<file path="config.mk">
export PLATFORM = sky130hd
export DESIGN_NAME = alu_sequencer
export DESIGN_NICKNAME = d
export VERILOG_FILES = /design/src/rtl/alu_seq_pkg.sv /design/src/rtl/alu_seq_mul.sv /design/src/rtl/alu_sequencer.sv
export SDC_FILE = /design/constraint.sdc
export NUM_CORES = 1
export LEC_CHECK = 0
export CORE_UTILIZATION = 44
export DETAILED_ROUTE_END_ITERATION = 6
export PLACE_DENSITY_LB_ADDON = 0.1
export SLEW_MARGIN = 30
export SYNTH_ARGS = -nofsm -noshare
export SYNTH_HDL_FRONTEND = slang
export SYNTH_SLANG_ARGS = --single-unit
</file>
<file path="constraint.sdc">
create_clock -name clk -period 1.63 [get_ports clk]
set_input_delay 0.326 -clock clk [delete_from_list [all_inputs] [get_ports clk]]
set_output_delay 0.326 -clock clk [all_outputs]
set_load 0.03 [all_outputs]
</file>
<file path="src/rtl/alu_seq_pkg.sv">
// Shared encodings, state enum and widths for the ALU sequencer.
// Included by alu_sequencer and alu_seq_mul (ALU_SEQ_MUL_EN builds only).
package alu_seq_pkg;

  localparam int DW = 4;

  typedef enum logic [1:0] {
    OP_LOAD = 2'b00,
    OP_EXEC = 2'b01,
    OP_MUL  = 2'b10,
    OP_CLR  = 2'b11
  } op_e;

  typedef enum logic [1:0] {
    ST_IDLE,
    ST_EXEC,
    ST_MUL,
    ST_RESP
  } state_e;

  localparam logic [2:0] FS_ADD = 3'b000;
  localparam logic [2:0] FS_SUB = 3'b001;

  // {C,V,N,Z} for results that are loaded rather than computed
  function automatic logic [3:0] nz_flags(input logic [DW-1:0] v);
    return {2'b00, v[DW-1], (v == {DW{1'b0}})};
  endfunction

endpackage

</file>
<file path="src/rtl/alu_seq_mul.sv">
// Shift-add multiplier state (hi/mq/counter) stepped once per cycle by the sequencer.
// Built only when ALU_SEQ_MUL_EN is defined; the adder is the external ALU.
`ifdef ALU_SEQ_MUL_EN
module alu_seq_mul
  import alu_seq_pkg::*;
(
  input  logic            clk,
  input  logic            rst_n,
  input  logic            start,
  input  logic            step,
  input  logic [DW-1:0]   multiplier,
  input  logic [DW-1:0]   alu_y,
  input  logic            alu_c,
  output logic [DW-1:0]   hi_nxt,
  output logic [DW-1:0]   mq_nxt,
  output logic [2*DW-1:0] prod,
  output logic            last
);

  logic [DW-1:0] hi;
  logic [DW-1:0] mq;
  logic [1:0]    cnt;

  // One right shift of {carry, sum, mq} per iteration
  assign hi_nxt = {alu_c, alu_y[DW-1:1]};
  assign mq_nxt = {alu_y[0], mq[DW-1:1]};
  assign prod   = {hi, mq};
  assign last   = step && (cnt == 2'd3);

  always_ff @(posedge clk or negedge rst_n) begin
    if (!rst_n) begin
      hi  <= '0;
      mq  <= '0;
      cnt <= '0;
    end else if (start) begin
      hi  <= '0;
      mq  <= multiplier;
      cnt <= '0;
    end else if (step) begin
      hi  <= hi_nxt;
      mq  <= mq_nxt;
      cnt <= cnt + 2'd1;
    end
  end

endmodule
`endif

</file>
<file path="src/rtl/alu_sequencer.sv">
// Accumulator sequencer driving an external ALU: LOAD/CLR/EXEC/MUL commands, one response each.
// MUL is shift-add over 4 cycles when ALU_SEQ_MUL_EN is defined, otherwise answered with rsp_err.
module alu_sequencer
  import alu_seq_pkg::*;
(
  input  logic          clk,
  input  logic          rst_n,
  input  logic          cmd_valid,
  output logic          cmd_ready,
  input  logic [1:0]    cmd_op,
  input  logic [2:0]    cmd_fs,
  input  logic [DW-1:0] cmd_data,
  output logic [DW-1:0] alu_a,
  output logic [DW-1:0] alu_b,
  output logic [2:0]    alu_fs,
  input  logic [DW-1:0] alu_y,
  input  logic          alu_c,
  input  logic          alu_v,
  input  logic          alu_n,
  input  logic          alu_z,
  output logic          rsp_valid,
  input  logic          rsp_ready,
  output logic [7:0]    rsp_data,
  output logic [3:0]    rsp_flags,
  output logic          rsp_err
);

  state_e        state, state_n;
  op_e           op;
  logic          armed;
  logic          accept;
  logic [DW-1:0] acc;
  logic [7:0]    rsp_word;

  assign op     = op_e'(cmd_op);
  assign accept = cmd_valid & cmd_ready;

`ifdef ALU_SEQ_MUL_EN
  logic            mul_start, mul_step, mul_last, rsp_from_mul;
  logic [DW-1:0]   hi_nxt, mq_nxt;
  logic [2*DW-1:0] mul_prod;

  alu_seq_mul u_mul (
    .clk       (clk),
    .rst_n     (rst_n),
    .start     (mul_start),
    .step      (mul_step),
    .multiplier(cmd_data),
    .alu_y     (alu_y),
    .alu_c     (alu_c),
    .hi_nxt    (hi_nxt),
    .mq_nxt    (mq_nxt),
    .prod      (mul_prod),
    .last      (mul_last)
  );

  // The product stays in hi/mq during RESP rather than being copied out
  assign rsp_data = rsp_from_mul ? mul_prod : rsp_word;
`else
  assign rsp_data = rsp_word;
`endif

  // armed keeps cmd_ready low through reset and releases it one edge later
  always_ff @(posedge clk or negedge rst_n) begin
    if (!rst_n) begin
      state <= ST_IDLE;
      armed <= 1'b0;
    end else begin
      state <= state_n;
      armed <= 1'b1;
    end
  end

  always_comb begin
    state_n   = state;
    cmd_ready = 1'b0;
    rsp_valid = 1'b0;
`ifdef ALU_SEQ_MUL_EN
    mul_start = 1'b0;
    mul_step  = 1'b0;
`endif
    case (state)
      ST_IDLE: begin
        cmd_ready = armed;
        if (cmd_valid && armed) begin
          case (op)
            OP_EXEC: state_n = ST_EXEC;
`ifdef ALU_SEQ_MUL_EN
            OP_MUL: begin
              state_n   = ST_MUL;
              mul_start = 1'b1;
            end
`endif
            default: state_n = ST_RESP;
          endcase
        end
      end
      ST_EXEC: state_n = ST_RESP;
      ST_MUL: begin
`ifdef ALU_SEQ_MUL_EN
        mul_step = 1'b1;
        if (mul_last) state_n = ST_RESP;
`else
        state_n = ST_IDLE;
`endif
      end
      ST_RESP: begin
        rsp_valid = 1'b1;
        if (rsp_ready) state_n = ST_IDLE;
      end
      default: state_n = ST_IDLE;
    endcase
  end

  always_ff @(posedge clk or negedge rst_n) begin
    if (!rst_n) begin
      acc       <= '0;
      alu_a     <= '0;
      alu_b     <= '0;
      alu_fs    <= '0;
      rsp_word  <= '0;
      rsp_flags <= '0;
      rsp_err   <= 1'b0;
`ifdef ALU_SEQ_MUL_EN
      rsp_from_mul <= 1'b0;
`endif
    end else begin
      case (state)
        ST_IDLE: if (accept) begin
`ifdef ALU_SEQ_MUL_EN
          rsp_from_mul <= 1'b0;
`endif
          case (op)
            OP_LOAD: begin
              acc       <= cmd_data;
              rsp_word  <= {{DW{1'b0}}, cmd_data};
              rsp_flags <= nz_flags(cmd_data);
              rsp_err   <= 1'b0;
            end
            OP_CLR: begin
              acc       <= '0;
              rsp_word  <= '0;
              rsp_flags <= nz_flags({DW{1'b0}});
              rsp_err   <= 1'b0;
            end
            OP_EXEC: begin
              alu_a  <= acc;
              alu_b  <= cmd_data;
              alu_fs <= cmd_fs;
            end
            OP_MUL: begin
`ifdef ALU_SEQ_MUL_EN
              // Preload iteration 0 operands: hi starts at zero
              alu_a  <= '0;
              alu_b  <= cmd_data[0] ? acc : '0;
              alu_fs <= FS_ADD;
`else
              rsp_word <= {{DW{1'b0}}, acc};
              rsp_err  <= 1'b1;
`endif
            end
          endcase
        end
        ST_EXEC: begin
          acc       <= alu_y;
          rsp_word  <= {{DW{1'b0}}, alu_y};
          rsp_flags <= {alu_c, alu_v, alu_n, alu_z};
          rsp_err   <= 1'b0;
        end
`ifdef ALU_SEQ_MUL_EN
        ST_MUL: begin
          if (mul_last) begin
            acc          <= mq_nxt;
            rsp_flags    <= {2'b00, hi_nxt[DW-1], ({hi_nxt, mq_nxt} == '0)};
            rsp_err      <= 1'b0;
            rsp_from_mul <= 1'b1;
          end else begin
            // Registered ALU inputs run one iteration ahead of hi/mq
            alu_a <= hi_nxt;
            alu_b <= mq_nxt[0] ? acc : '0;
          end
        end
`endif
        default: ;
      endcase
    end
  end

endmodule

</file>
==> results by group <==
Synth
  – Synth Warn #: 0
  – EDFF count, synth: 0
  – Syn avg cell area: around 12 um^2
  – Yosys top cell by area: dfrtp_1
  – Flop and latch count out of synthesis: 27
  – Synthesized area: 1360 um^2
  – Synth async-reset ratio: 100%
  – Unique masters post-synth: 33
  – Largest family of logic cells by synthesized area: compound AO/OA/AOI/OAI gates
  – Top cell type's share of synthesized area: 49.8%
  – Commonest cells in the netlist: dfrtp_1 (27), mux2_4 (10), a21oi_1 (8)
  – Mux share of post-synthesis cell area: 14.4%
  – Cells after synthesis: 112
  – Seq/Total Area, Yosys: approximately half
  – Synth Area in Adders: about 3.7%
  – Simple-gate share of the synthesized area: 8.49%
  – Ys flop type: dfrtp_1
  – Synth Area in Compound Gates: 15.8%
  – Xor/xnor share of the synthesized area: 0%
  – Synth area leaders: dfrtp_1 (50%), mux2_4 (11%), ha_1 (3.7%), mux2_2 (3.3%), a21oi_1 (3.0%)
  – Most frequent cell after synthesis: dfrtp_1

Timing
  – Max Fclk: 637 MHz
  – Min cycle time layout: 1570 ps
  – Period Utilization, post-route: 96.3%
  – Final Slew Violations: 0
  – Setup Skew: between 8 and 9 ps
  – RSZ-0062 raised after global routing: true
  – Final setup violation count: 0
  – Final hold violations: 0

Worst setup path
  – Worst EP required: 1300 ps
  – Worst Setup Start Kind: register
  – Reg2reg end: rsp_data[1]
  – Crit. End Element: output pin
  – Crit-path cells: buf_6 > nor3b_4 > buf_6
  – Worst path max stage delay: ~440 ps
  – Worst EP arrival: 1240 ps
  – Critical-path top delay cell: dfrtp_1
  – Cell repeated most along the worst path: buf_6
  – Setup slack, reg-to-reg: 100 ps
  – CP Class: reg2out
  – Crit-path max FO: 4
  – Critical Path Source: state[0]
  – Worst Reg-to-Reg Cells: 4
  – R2R Path Start: state[1]
  – Crit path to: cmd_ready

Run status
  – Violated checks: DRC
  – Status: finished, violations left

Clocking
  – CTS Buf Count: 3
  – Clock buffer depth: 2
  – CTS root buf: clkbuf_4
  – CTS tree: yes
  – Worst-Skew Late Latency: 320 ps
  – H-Tree Depth: 1
  – Worst-path clk slew: 150 ps
  – CTS Sinks: 27

Place
  – DP Cell Count: 199
  – Placer congestion estimate: 0.842
  – HPWL after DPL: 2340 um
  – PortBufs: 42

Floorplanning
  – Io pins: 47
  – Overall die height: 57.5 um
  – Initial Utilization: a little under half
  – Die Footprint: between 3000 and 4000 um^2
  – Core ar.: 2830 um^2
  – Die Wd: 57.5 um
  – Row cnt: 19

Power
  – Clock power frac: 8.2%
  – Comb pwr share: 58.2%
  – Switching part of the total power: 43.4%
  – P_leak: 0.983 nW
  – Sequential share of power: 33.6%
  – Cell internal pwr: 1.97 mW
  – P per Cell Area: approximately 1800 nW/um^2
  – Peak VDD IR: 0.00101 V
  – Switching power total: 1.51 mW

Global route
  – Initial antenna violation count: 0
  – Pin count of the biggest net entering global routing: 28
  – Vias in the first global route: 1163
  – GRT Total Usage: 20.4%
  – Global-route wire length before repair: 5110 um
  – Grt total ovfl: 0

Route
  – DR WL/cell: 14.9 um
  – Pre-antenna DRT Iters: 6
  – Routed wire length: 3050 um
  – DRC: 4
  – DRT iter0 DRCs: 39
  – Antenna viol nets, final: 0
  – Via/cell ratio: around 5.4
  – Via count: 1098

Cells and area
  – Share of cells above drive strength 1: roughly 31%
  – Non-Filler Instances: 204
  – Post-Route Utilization: 70.0%
  – # diodes: 0
  – Area grow syn2layout: 45.9%
  – Nets: about 200

Min path
  – Hold WC Path Type: in2async

Job
  – Max cap viols: 0
## sequential cells by signal, indices dropped and copies added (netlist names)
name       cells
acc            4
alu_a          4
alu_b          4
rsp_data       4
rsp_flags      4
alu_fs         3
state          2
armed          1
rsp_err        1
## metal layers
layer  track usage, %  routed length [um]
met1             24.2                1240
met4             9.41                  57
met5                0                   0
met3             2.27                 149
met2             36.9                1600
## area by class of cell
type,instances,area [um^2]
Tap cell,31,38.8
Sequential cell,27,677
Timing Repair Buffer,63,573
Inverter,7,26.3
Clock inverter,1,5.00
Clock buffer,3,22.5
Multi-Input combinational cell,72,637
Fill cell,217,850
## power groups by stage
stage	clock network [mW]	logic [mW]	registers (mW)
finish	0.286	2.03	1.17
global route	0.329	2.16	1.21
CTS	0.295	2.01	1.17
detailed placement	0	2.10	1.20
global placement	0	2.05	1.18
floorplan	0	0.854	1.62
## per-stage QoR
step / hold slack [ps] / worst slack [ps] / power, mW / cell area (um^2) / setup TNS (ps)
floorplan: 30.4 / 37.8 / 2.47 / 1370 / 0
global placement: 492 / -337 / 3.24 / 1920 / -6610
detailed placement: 493 / -432 / 3.30 / 1920 / -7820
CTS: 366 / 15.1 / 3.47 / 1960 / 0
global route: 383 / -3.86 / 3.70 / 1980 / -3.86
finish: 359 / 59.7 / 3.48 / 1980 / 0
## layout by cell type, fill, tap and decap left out, types with 2 or more instances in the layout
cell             synthesis  layout
mux2_4                  10      11
o31ai_1                  3       3
nor3b_1                  2       2
buf_6                    3       3
nor2_2                   1       2
nor2_1                   6       5
clkbuf_4                 0       3
buf_4                    4      19
ha_2                     0       2
o21ai_0                  5       5
inv_1                    7       6
clkdlybuf4s50_1          0      18
a22oi_1                  5       5
mux2_2                   4       3
nand2_1                  2       2
dfrtp_1                 27      26
conb_1                   2       5
a21oi_1                  8       8
a222oi_1                 3       3
dlygate4sd2_1            0      21
## repair_timing
item | 4_1_cts | 5_1_grt
gates resized for setup | 28 | 6
pin swaps | 3 | 3
buffers inserted | 1 | 0
endpoints found under the setup margin | 27 | 12
hold buffers | 0 | 0
## critical path, delay by kind of cell, from the launching register on
family | cells | cell delay, ps
simple gates | 1 | 200
buf+inv | 2 | 300
flops | 1 | 440
## kinds of logic after synthesis
family,count (synthesis)
multiplexers,14
AND/OR/NAND/NOR,19
flip-flops,27
buffers and inverters,16
adder cells (fa/ha/maj),4
other,2
AO/OA/AOI/OAI,30
## how the worst min path moves through the flow
stage	start	end	slack, ps
2_1_floorplan	rst_n	acc[0]	30
3_3_place_gp	alu_fs[2]	alu_fs[2]	490
3_5_place_dp	alu_fs[2]	alu_fs[2]	490
4_1_cts	rst_n	alu_fs[2]	370
5_1_grt	rst_n	alu_fs[2]	380
6_report	rst_n	alu_fs[2]	360
Note: power is estimated with default switching activity, not from simulation.
